## src/rtl/ep_pkg.sv

```systemverilog
// ep_pkg: shared types and helpers for the episodic tracker.
//   - ep_state_e : tracker state (EP_IDLE = no episode, EP_TRACK = episode held)
//   - STR_W / STR_MAX : episode strength width and ceiling
//   - sat_add / sat_sub : strength arithmetic clamped to [0, STR_MAX]
package ep_pkg;

  typedef enum logic {
    EP_IDLE  = 1'b0,
    EP_TRACK = 1'b1
  } ep_state_e;

  localparam int unsigned   STR_W   = 4;
  localparam logic [STR_W-1:0] STR_MAX = 4'd15;

  // The sum is formed one bit wider so a carry out is seen as overflow.
  function automatic logic [STR_W-1:0] sat_add(input logic [STR_W-1:0] a,
                                               input logic [STR_W-1:0] b);
    logic [STR_W:0] s;
    s = {1'b0, a} + {1'b0, b};
    if (s > {1'b0, STR_MAX}) return STR_MAX;
    else                     return s[STR_W-1:0];
  endfunction

  function automatic logic [STR_W-1:0] sat_sub(input logic [STR_W-1:0] a,
                                               input logic [STR_W-1:0] b);
    if (a > b) return a - b;
    else       return '0;
  endfunction

endpackage

```

## src/rtl/ep_vote.sv

```systemverilog
// ep_vote: combinational argmax over the per-pattern vote counters.
//   cnt    : packed array of N_PAT counters, CNT_W bits each
//   dom_id : index of the largest counter; ties resolve to the lowest index
module ep_vote #(
  parameter int N_PAT = 4,
  parameter int CNT_W = 4,
  parameter int ID_W  = $clog2(N_PAT)
) (
  input  logic [N_PAT-1:0][CNT_W-1:0] cnt,
  output logic [ID_W-1:0]             dom_id
);

  logic [CNT_W-1:0] best;

  // Strict greater-than keeps the earlier (lower) index on ties.
  always_comb begin
    best   = cnt[0];
    dom_id = '0;
    for (int unsigned i = 1; i < N_PAT; i++) begin
      if (cnt[i] > best) begin
        best   = cnt[i];
        dom_id = ID_W'(i);
      end
    end
  end

endmodule

```

## src/rtl/episodic_tracker.sv

```systemverilog
// episodic_tracker: per-theta-window episode strength tracker.
// Counts gamma-cycle winners per pattern within each theta window, elects the
// dominant pattern at theta_tick and reinforces, weakens, replaces or drops the
// stored episode.
//   clk, rst_n   : clock, asynchronous active-low reset
//   theta_tick   : closes the current window (one-cycle pulse)
//   spike_valid  : a winner is present this cycle, index on spike_id
//   ep_strength  : episode strength 0..15
//   ep_valid     : an episode is held
//   ep_id        : stored episode pattern
//   ep_update    : one-cycle pulse after every window evaluation
// Optional feature macro: EP_DECAY_EN -- each non-qualifying window in TRACK
// also lowers strength by 1, dropping to IDLE when it reaches 0.
module episodic_tracker
  import ep_pkg::*;
#(
  parameter int               N_PAT       = 4,
  parameter int               ID_W        = $clog2(N_PAT),
  parameter int               CNT_W       = 4,
  parameter int               MIN_SPIKES  = 2,
  parameter logic [STR_W-1:0] INIT_STR    = 4'd4,
  parameter logic [STR_W-1:0] INC_STR     = 4'd2,
  parameter logic [STR_W-1:0] DEC_STR     = 4'd2,
  parameter int               EMPTY_LIMIT = 3
) (
  input  logic             clk,
  input  logic             rst_n,
  input  logic             theta_tick,
  input  logic             spike_valid,
  input  logic [ID_W-1:0]  spike_id,
  output logic [STR_W-1:0] ep_strength,
  output logic             ep_valid,
  output logic [ID_W-1:0]  ep_id,
  output logic             ep_update
);

  localparam int EMP_W = $clog2(EMPTY_LIMIT + 1);

  ep_state_e                   state_q, state_d;
  logic [N_PAT-1:0][CNT_W-1:0] cnt_q, cnt_d;
  logic [CNT_W-1:0]            total_q, total_d;
  logic [EMP_W-1:0]            empty_q, empty_d;
  logic [STR_W-1:0]            ep_strength_q, ep_strength_d;
  logic                        ep_valid_q, ep_valid_d;
  logic [ID_W-1:0]             ep_id_q, ep_id_d;
  logic                        ep_update_q, ep_update_d;

  logic [ID_W-1:0]  dom_id;
  logic             qualify;
  logic [STR_W-1:0] str_sub;
  logic [EMP_W-1:0] empty_nxt;

  ep_vote #(
    .N_PAT (N_PAT),
    .CNT_W (CNT_W),
    .ID_W  (ID_W)
  ) u_vote (
    .cnt    (cnt_q),
    .dom_id (dom_id)
  );

  assign qualify   = (total_q >= CNT_W'(MIN_SPIKES));
  assign empty_nxt = empty_q + 1'b1;

  // Vote counters: a spike coincident with the tick opens the new window.
  always_comb begin
    cnt_d   = cnt_q;
    total_d = total_q;
    if (theta_tick) begin
      cnt_d   = '0;
      total_d = '0;
      if (spike_valid) begin
        cnt_d[spike_id] = CNT_W'(1);
        total_d         = CNT_W'(1);
      end
    end else if (spike_valid) begin
      if (cnt_q[spike_id] != '1) cnt_d[spike_id] = cnt_q[spike_id] + 1'b1;
      if (total_q != '1)         total_d = total_q + 1'b1;
    end
  end

  // Episode FSM, evaluated only on theta_tick.
  always_comb begin
    state_d       = state_q;
    empty_d       = empty_q;
    ep_strength_d = ep_strength_q;
    ep_valid_d    = ep_valid_q;
    ep_id_d       = ep_id_q;
    ep_update_d   = 1'b0;
    str_sub       = '0;

    if (theta_tick) begin
      ep_update_d = 1'b1;
      unique case (state_q)
        EP_IDLE: begin
          if (qualify) begin
            state_d       = EP_TRACK;
            ep_id_d       = dom_id;
            ep_strength_d = INIT_STR;
            ep_valid_d    = 1'b1;
            empty_d       = '0;
          end
        end
        EP_TRACK: begin
          if (qualify) begin
            empty_d = '0;
            if (dom_id == ep_id_q) begin
              ep_strength_d = sat_add(ep_strength_q, INC_STR);
            end else begin
              str_sub = sat_sub(ep_strength_q, DEC_STR);
              if (str_sub == '0) begin
                ep_id_d       = dom_id;
                ep_strength_d = INIT_STR;
              end else begin
                ep_strength_d = str_sub;
              end
            end
          end else begin
`ifdef EP_DECAY_EN
            str_sub = sat_sub(ep_strength_q, STR_W'(1));
            if ((str_sub == '0) || (int'(empty_nxt) >= EMPTY_LIMIT)) begin
              state_d       = EP_IDLE;
              empty_d       = '0;
              ep_strength_d = '0;
              ep_valid_d    = 1'b0;
              ep_id_d       = '0;
            end else begin
              empty_d       = empty_nxt;
              ep_strength_d = str_sub;
            end
`else
            if (int'(empty_nxt) >= EMPTY_LIMIT) begin
              state_d       = EP_IDLE;
              empty_d       = '0;
              ep_strength_d = '0;
              ep_valid_d    = 1'b0;
              ep_id_d       = '0;
            end else begin
              empty_d = empty_nxt;
            end
`endif
          end
        end
        default: state_d = EP_IDLE;
      endcase
    end
  end

  always_ff @(posedge clk or negedge rst_n) begin
    if (!rst_n) begin
      state_q       <= EP_IDLE;
      cnt_q         <= '0;
      total_q       <= '0;
      empty_q       <= '0;
      ep_strength_q <= '0;
      ep_valid_q    <= 1'b0;
      ep_id_q       <= '0;
      ep_update_q   <= 1'b0;
    end else begin
      state_q       <= state_d;
      cnt_q         <= cnt_d;
      total_q       <= total_d;
      empty_q       <= empty_d;
      ep_strength_q <= ep_strength_d;
      ep_valid_q    <= ep_valid_d;
      ep_id_q       <= ep_id_d;
      ep_update_q   <= ep_update_d;
    end
  end

  assign ep_strength = ep_strength_q;
  assign ep_valid    = ep_valid_q;
  assign ep_id       = ep_id_q;
  assign ep_update   = ep_update_q;

endmodule

```

## config.mk

```make
export PLATFORM = sky130hd
export DESIGN_NAME = episodic_tracker
export DESIGN_NICKNAME = d
export VERILOG_FILES = /design/src/rtl/ep_pkg.sv /design/src/rtl/ep_vote.sv /design/src/rtl/episodic_tracker.sv
export SDC_FILE = /design/constraint.sdc
export NUM_CORES = 1
export LEC_CHECK = 0
export ABC_AREA = 1
export CORE_AREA = 2 2 75 84
export CTS_BUF_LIST = sky130_fd_sc_hd__clkbuf_16
export DETAILED_ROUTE_END_ITERATION = 10
export DIE_AREA = 0 0 77 86
export PLACE_DENSITY = 0.56
export SYNTH_ARGS = -nofsm -noshare
export SYNTH_HDL_FRONTEND = slang
export SYNTH_SLANG_ARGS = --single-unit
```

## constraint.sdc

```tcl
create_clock -name clk -period 7.8 [get_ports clk]
set_clock_uncertainty 0.2 [all_clocks]
set_input_delay 0.78 -clock clk [delete_from_list [all_inputs] [get_ports clk]]
set_output_delay 0.78 -clock clk [all_outputs]
set_load 0.005 [all_outputs]
```

==> qor.yml <==
route:
  drt_iter0_drc: 56
  drt-vias-per-instance: 4.99
  routed_wirelength_mm: 4.83
  drt_first_pass_iters: 4
  wl_per_cell_um: 12.4
  antenna_left: 0
  drc: 0
  dr_total_vias: 1935
logic_synthesis:
  syn-num-nets: 317
  synth_top_area_cell: "dfrtp_1"
  synthMuxAreaShare_pct: 0
  synth_xor_area_share_pct: 1.92
  ys.flop_type: "dfrtp_1"
  ys_seq_area_share_pct: 34.9
  ys.warnings.count: 0
  yosys.area_share.simple_pct: 27.6
  synth_compound_area_share_pct: 17.5
  synth_seq_cells: 31
  syn_inst: 293
  async_reset_ff_share_pct: 100
  yosys.area_share.adder_pct: 10.1
  synth_enable_flop_cells: 0
  ys_types: 32
  synth_top_cell_area_share_pct: 34.9
  synth_top_family_by_area: "simple AND/OR/NAND/NOR gates"
  synth_common_cells: "89 x nand2_1, 38 x inv_1, 31 x dfrtp_1, 25 x o21ai_0, 18 x ha_1"
  yosys-top-cells-area: "dfrtp_1 35%, nand2_1 15%, ha_1 10%"
  syn_avg_cell_area_um2: 7.58
  synth.most_common_cell: "nand2_1"
  syn_area_um2: 2220
place:
  dpl.hpwl_mm: 3.69
  place.gp.congestion: 0.862
  dpl_cell_area_um2: 2440
  dp.cells: 381
  io_buffer_count: 13
layout:
  fin_nets: 335
  multi_input_area_um2: 1270
  design_area_um2: 2570
  final_core_utilization_pct: 44.8
  seqCellArea_um2: 776
  num_antenna_cells: 0
  nFillCells: 627
  fin_cells: 388
  area_growth_pct: 15.8
  drive_above_1_share_pct: 7.40
worst_setup_path:
  path_max_fanout: 11
  worstSetupPathType: "reg -> reg"
  r2r-start: "cnt_q[1]"
  startpoint: "cnt_q[1]"
  cp_slowest_cell: "dfrtp_1"
  start_kind: "flop"
  worst_ep_required_time_ns: 7.77
  worstPathArrival_ns: 4.03
  cpMostUsedCell: "nand2_1"
  endpoint_kind: "flop"
  cp_slowest_stage_delay_ns: 0.37
sta:
  slew_headroom_pct: 47.2
  post-route-period-util_pct: 52.1
  period_minus_slack_ns: 4.06
  setup_viol: 0
  fmax_mhz: 246
  hold_viol: 0
  tns_ns: 0
  timing.final.max_slew_violations: 0
  tightestPinTransition_ns: 0.789
  rsz0062_at_grt: "no"
clocking:
  htreeDepth: 2
  cts_hold_buffers: 0
  root_buffer: "clkbuf_16"
  clk_pin_slew_ns: 0.05
  cts_tree: "yes"
  clock_latency_ns: 0.27
  post_cts.repair.setup_buffers: 0
  cts_buffers: 5
  clk_path_buf_depth: 2
  cts_resized: 0
  cts_sinks: 31
global_route:
  grt_start_max_net_pins: 32
  antenna_found_initial: 0
  grt_pass1_wl_mm: 8.66
  grt_pass1_vias: 1919
  grtUsageTotal_pct: 16.2
  grt_overflow_total: 0
hold_path:
  hold_start: "cnt_q[12]"
  hold_path.class: "reg -> reg"
die:
  die_x_um: 77
  die_area_um2: 6620
  pin_count: 14
  num_rows: 29
  die_height_um: 86
  core_um2: 5730
  start_util_pct: 38.7
power_and_ir_drop:
  power.density_nw_per_um2: 288
  p_leak_uw: 0.00129
  peakVddDrop_mv: 0.139
flow_run:
  maxCapViolCount: 0
outcome:
  status: "complete, no violations"
==> area by class of cell <==
class                      instances  share of cell area [%]
tap                               77                    3.75
timing repair buffer              14                    5.35
sequential                        31                    30.2
inverter                          42                    6.13
clock inverter                     2                   0.341
clock buffer                       5                    4.87
multi-input combinational        217                    49.4
==> stage by stage <==
stage	hold WS (ns)	total power [uW]	worst slack, ns
floorplan	0.242	473	4.21
global placement	0.262	563	3.72
detailed placement	0.259	561	3.77
CTS	0.272	748	3.71
global route	0.315	820	3.21
finish	0.268	741	3.74
==> cell usage in the layout, fill, tap and decap left out, drive strengths merged <==
cell           count
clkinv             3
ha                18
nor4               1
o21ai             33
a21oi             11
xor2               3
o31ai              1
a22oi              3
clkbuf             5
buf                1
inv               41
a31oi              4
nor3               2
nand3b             2
nand3             13
o22ai              3
dfrtp             31
o211ai             2
nand2             91
xnor2              1
nand4             10
o21bai             1
clkdlybuf4s50     13
nor2              17
o221ai             1
==> kinds of logic after synthesis <==
group,after synthesis
compound gates,59
buf+inv,45
fa+ha+maj,18
flops,31
xor+xnor,4
simple gates,136
==> power by group <==
group          internal, uW  switching [uW]  total [uW]
Clock                   114            66.8         181
Sequential              189            30.7         219
Combinational           134             206         340
Total                   437             303         741
==> final timing paths <==
check	end	depth (start not counted)	slack [ns]
setup reg to reg	ep_id[1]	31	3.74
hold reg to reg	cnt_q[12]	2	0.27
max in group asynchronous	cnt_q[11]	2	6.39
setup / recovery	ep_id[1]	31	3.74
min in group asynchronous	cnt_q[5]	2	0.71
hold / removal	cnt_q[12]	2	0.27
==> critical path: cells and delay by family (launching register included) <==
| family | cells | cell delay (ns) |
|---|---|---|
| adders and majority gates | 3 | 0.91 |
| AOI/OAI and AO/OA | 4 | 0.64 |
| and+or+nand+nor | 19 | 1.48 |
| buffers and inverters | 5 | 0.33 |
| DFF | 1 | 0.37 |
==> registers in the layout, summed over array words and instances, names as in the netlist <==
| name | cells |
|---|---|
| ep_valid | 1 |
| state_q | 1 |
| ep_update | 1 |
| ep_strength | 4 |
| total_q | 4 |
| cnt_q | 16 |
| empty_q | 2 |
| ep_id | 2 |
==> per-layer routing <==
layer	global-route usage (%)	vias up	share of wire (%)
met5	0	-	0
met1	21.4	888	49
li1	-	1011	-
met3	3.05	6	3.7
met4	5.03	0	1.3
met2	27.1	30	46
Note: power is estimated with default switching activity, not from simulation.
